--- config.mk ---
export PLATFORM = sky130hd
export DESIGN_NAME = rx_lector_d
export DESIGN_NICKNAME = d
export VERILOG_FILES = /design/src/rtl/rx_lector_d.sv
export SDC_FILE = /design/constraint.sdc
export NUM_CORES = 1
export LEC_CHECK = 0
export CAP_MARGIN = 20
export CORE_MARGIN = 4
export CORE_UTILIZATION = 40
export CTS_BUF_LIST = sky130_fd_sc_hd__clkbuf_8 sky130_fd_sc_hd__clkbuf_16
export CTS_CLUSTER_DIAMETER = 200
export DETAILED_ROUTE_END_ITERATION = 8
export GPL_TIMING_DRIVEN = 0
export MAX_ROUTING_LAYER = met4
export PLACE_DENSITY = 0.82
export RECOVER_POWER = 50
export SYNTH_ARGS = -nofsm -noshare
export SYNTH_HDL_FRONTEND = slang
export SYNTH_SLANG_ARGS = --single-unit
--- constraint.sdc ---
create_clock -name clk -period 2.4 [get_ports clk]
set_input_delay 0.24 -clock clk [delete_from_list [all_inputs] [get_ports clk]]
set_output_delay 0.24 -clock clk [all_outputs]
set_load 0.02 [all_outputs]
--- src/rtl/rx_lector_d.sv ---
// Read-side merger: drains two FWFT destination FIFOs round-robin into one registered
// word stream, counting words per destination and flagging destination-bit mismatches.
module rx_lector_d #(
  parameter int unsigned DATA_W = 6,
  parameter int unsigned CNT_W  = 8
) (
  input  logic              clk,
  input  logic              reset_L,
  input  logic              init,
  input  logic              empty_d0,
  input  logic              empty_d1,
  input  logic [DATA_W-1:0] data_d0,
  input  logic [DATA_W-1:0] data_d1,
  input  logic              pausa_rx,
  output logic              pop_d0,
  output logic              pop_d1,
  output logic [DATA_W-1:0] data_out,
  output logic              valid_out,
  output logic              dest_out,
  output logic [CNT_W-1:0]  cnt_d0,
  output logic [CNT_W-1:0]  cnt_d1,
  output logic              active_out,
  output logic              idle_out,
  output logic              error_out
);

  localparam int unsigned DestBit = 4;

  typedef enum logic [1:0] {StInit, StIdle, StActive, StError} state_e;

  state_e            state;
  logic              rr_last;
  logic              elig0, elig1;
  logic              grant_any, grant_sel;
  logic [DATA_W-1:0] grant_word;
  logic              dest_bad;

  // Grant: D1 is selected when grant_sel=1; ties go to the FIFO not served last.
  always_comb begin
    elig0 = 1'b0;
    elig1 = 1'b0;
    if (state == StActive && !init && !pausa_rx) begin
      elig0 = !empty_d0;
      elig1 = !empty_d1;
    end
    grant_any  = elig0 | elig1;
    grant_sel  = (elig0 && elig1) ? ~rr_last : elig1;
    pop_d0     = grant_any & ~grant_sel;
    pop_d1     = grant_any & grant_sel;
    grant_word = grant_sel ? data_d1 : data_d0;
    dest_bad   = grant_word[DestBit] != grant_sel;
  end

  always_ff @(posedge clk or negedge reset_L) begin
    if (!reset_L) begin
      state     <= StInit;
      data_out  <= '0;
      valid_out <= 1'b0;
      dest_out  <= 1'b0;
      cnt_d0    <= '0;
      cnt_d1    <= '0;
      rr_last   <= 1'b1;
    end else if (init || state == StInit) begin
      state     <= init ? StInit : StIdle;
      data_out  <= '0;
      valid_out <= 1'b0;
      dest_out  <= 1'b0;
      cnt_d0    <= '0;
      cnt_d1    <= '0;
      rr_last   <= 1'b1;
    end else begin
      unique case (state)
        StIdle: begin
          valid_out <= 1'b0;
          if (!empty_d0 || !empty_d1) state <= StActive;
        end
        StActive: begin
          valid_out <= grant_any;
          if (grant_any) begin
            data_out <= grant_word;
            dest_out <= grant_sel;
            rr_last  <= grant_sel;
            if (grant_sel) cnt_d1 <= cnt_d1 + CNT_W'(1);
            else           cnt_d0 <= cnt_d0 + CNT_W'(1);
            // A mis-routed word is still delivered and counted before stopping.
            if (dest_bad) state <= StError;
          end else if (empty_d0 && empty_d1) begin
            state <= StIdle;
          end
        end
        StError: valid_out <= 1'b0;
        default: state <= StInit;
      endcase
    end
  end

  assign active_out = (state == StActive);
  assign idle_out   = (state == StIdle);
  assign error_out  = (state == StError);

endmodule

==> results.md <==
- CTS tree: done
- Final setup margin: 0.148 ns
- Layout cells sized above 1: a little under 10%
- Detailed-route via count: 1,354
- Slowest stage delay, CP: around 0.42 ns
- Max IR drop VDD: 0.184 mV
- WL met3: 121 µm
- Hold-fix buffers at CTS: 0
- Met2 wire len: 1750 µm
- Leading cell type in the layout, fill and taps excluded: clkdlybuf4s50_1
- Port buffer count: 44
- Finished Core Util: 57.1%
- Design area: roughly 2100 µm²
- Drt drc: 0
- CP Capture Type: primary output
- EDFF count, synth: 0
- Tcrit/Tclk final: 93.8%
- Max-slew headroom: 50.2%
- Gr usage total: 15.5%
- Placement Setup Slack: -0.134 ns
- Initial antenna violation count: 0
- Min-Delay Path Class: in -> reg
- CTS H-tree lvls: 1
- Minimum clock period: 2.25 ns
- Design Power: 0.818 mW
- Crit path from: state[0]
- WL per Instance: 14.4 µm
- Synth Cell Area: 1560 µm²
- Initial DRC count: 63
- Power Dens Cells: around 390 nW/µm²
- Ys async rst share: 100%
- Max cap viols: 0
- Met1 Routed Length: 1740 µm
- Commonest cells after routing, fill and taps aside: clkdlybuf4s50_1 (27), dfrtp_1 (26), dlygate4sd3_1 (15), nand2_1 (13), a21oi_1 (11)
- Clk sink count: 27
- Detailed Place HPWL: 2820 µm
- Highest Signal Layer: met4
- Largest net degree at the start of global routing: 15
- Area of the multi-input gates: 830 µm²
- CP top delay family: simple AND/OR/NAND/NOR gates
- CTS buffer count: 3
- Pre-antenna DRT Iters: 4
- R2R Path Start: state[0]
- Fin. Hold Viols: 0
- Hold wc startpoint: init
- Post-Route WL: 3630 µm
- Die footprint: 4960 µm²
- Starting Density: 42.0%
- Cell variety after synth: 46
- Vias in the first global route: roughly 1,300
- Antenna cells: 0
- Hold Slack: 0.235 ns
- Die Ht: ~70 µm
- Arrival @ worst endpoint: 2.01 ns
- Outcome: complete, no violations
- Final nets: 231
- Grt total ovfl: 0
- Maximum fanout along the worst path: 7
- Worst Tran Pin Value: 0.747 ns
- Achievable Freq: between 400 and 500 MHz
- Endpoints failing setup: 0
- Syn avg cell area: between 10 and 15 µm²
- Layout area overhead: 36.1%
- Routed Antenna Nets: 0
- FF/Latch Area: 677 µm²
- Synth Register Bits: 27
- Vias per cell: between 5 and 6
- Clk_lat worst skew: 0.26 ns
- Leakage: 0.934 nW
- Max clock buf depth: 2
- Slew Viols, Final: 0
- Critical Path RT: 2.16 ns
- Slowest CP cell: dfrtp_1
- Site row count: 22
- Ys Warns: 0
- First-pass GRT wire length: 6180 µm
- Worst-path clk slew: around 0.090 ns
- Post-synth top flop: dfrtp_1
- Clock skew: ~0.0016 ns
- FILL cells: 331
- Crit path kind: reg -> out
- Syn nets: 180
- Area of placed instances: around 2100 µm²
- Critical-path cell list: inv_1 -> ha_2 -> nor3b_4 -> nand2_1 -> nor2_1 -> dlygate4sd2_1
- CP bufs+invs: 2
- Seq/Total Area, Yosys: 43.4%
- I/O pin count: 47
- Unrepaired setup endpoints after global routing: no
- Gpl congestion: roughly 0.9
- Cells after Synth: 155
- Die width: 70.4 µm
- Core ar.: 3720 µm²
- Startpoint types: register
- Root Driver: clkbuf_8
-- worst paths after layout --
kind / cells after the start / slack, ns / to
max: 6 / 0.15 / pop_d0
min: 2 / 0.23 / state[0]
max reg2reg: 8 / 0.18 / cnt_d0[6]
max in group asynchronous: 2 / 0.91 / cnt_d1[1]
min in group asynchronous: 1 / 0.42 / cnt_d0[4]
min reg2reg: 2 / 0.49 / dest_out
-- layout make-up --
type / count / share of cell area [%]
clock inverter: 1 / 0.177
timing repair buffer: 46 / 21.2
multi-input combinational: 116 / 39.1
sequential: 27 / 31.9
inverter: 6 / 1.06
clock buffer: 3 / 1.95
tap: 48 / 2.83
buffer: 6 / 1.83
-- metal layers --
| layer | vias to the layer above | track usage, % |
|---|---|---|
| li1 | 688 | - |
| met1 | 638 | 20.9 |
| met5 | - | - |
| met3 | 2 | 2.30 |
| met2 | 26 | 24.7 |
| met4 | 0 | 3.19 |
-- metrics by stage --
step / setup TNS, ns / instances
6_report: 0 / 253
5_1_grt: 0 / 253
4_1_cts: 0 / 253
3_5_place_dp: -0.134 / 248
3_3_place_gp: -0.113 / 247
2_1_floorplan: 0 / 155
-- power by group --
group | internal [mW] | total (mW) | switching (mW)
logic | 0.0481 | 0.113 | 0.0645
clock network | 0.114 | 0.247 | 0.132
registers | 0.457 | 0.459 | 0.00239
total | 0.619 | 0.818 | 0.199
-- synthesized netlist by cell type (2+ instances only) --
cell type / count / area, µm²
mux2i_1: 7 / 70.1
a31oi_1: 3 / 18.8
inv_1: 6 / 22.5
nand2b_1: 2 / 12.5
or3_1: 6 / 37.5
dfrtp_1: 26 / 651
a211oi_2: 2 / 25.0
nor2_1: 10 / 37.5
a21oi_1: 11 / 55.1
clkbuf_1: 2 / 7.51
or4_1: 6 / 45.0
nand2_1: 13 / 48.8
buf_4: 2 / 15.0
o31ai_1: 5 / 37.5
nand3_1: 5 / 25.0
ha_1: 7 / 87.6
nand4_1: 6 / 37.5
a22o_1: 4 / 35.0
a21o_1: 3 / 22.5
o21ai_0: 3 / 15.0
-- cells by family after synthesis --
logic type,Yosys count,synth area share [%]
xor gates and xnor gates,2,1.12
DFF,27,43.4
buffers and inverters,12,3.93
AOI/OAI and AO/OA,38,17.3
and+or+nand+nor,61,23.4
muxes,8,5.22
adders and majority gates,7,5.62
-- timing repair --
| item | in CTS | in global routing |
|---|---|---|
| resized for setup | 3 | 1 |
| cloned | 0 | 0 |
| hold endpoints to repair | 0 | 0 |
| pin swaps | 1 | 0 |
| setup buffers | 1 | 0 |
| setup endpoints to repair | 2 | 3 |
-- registers in the layout (all words and copies together) (netlist names) --
name	count
rr_last	1
cnt_d1	8
cnt_d0	8
valid_out	1
data_out	6
state	2
dest_out	1
Note: power is estimated with default switching activity, not from simulation.
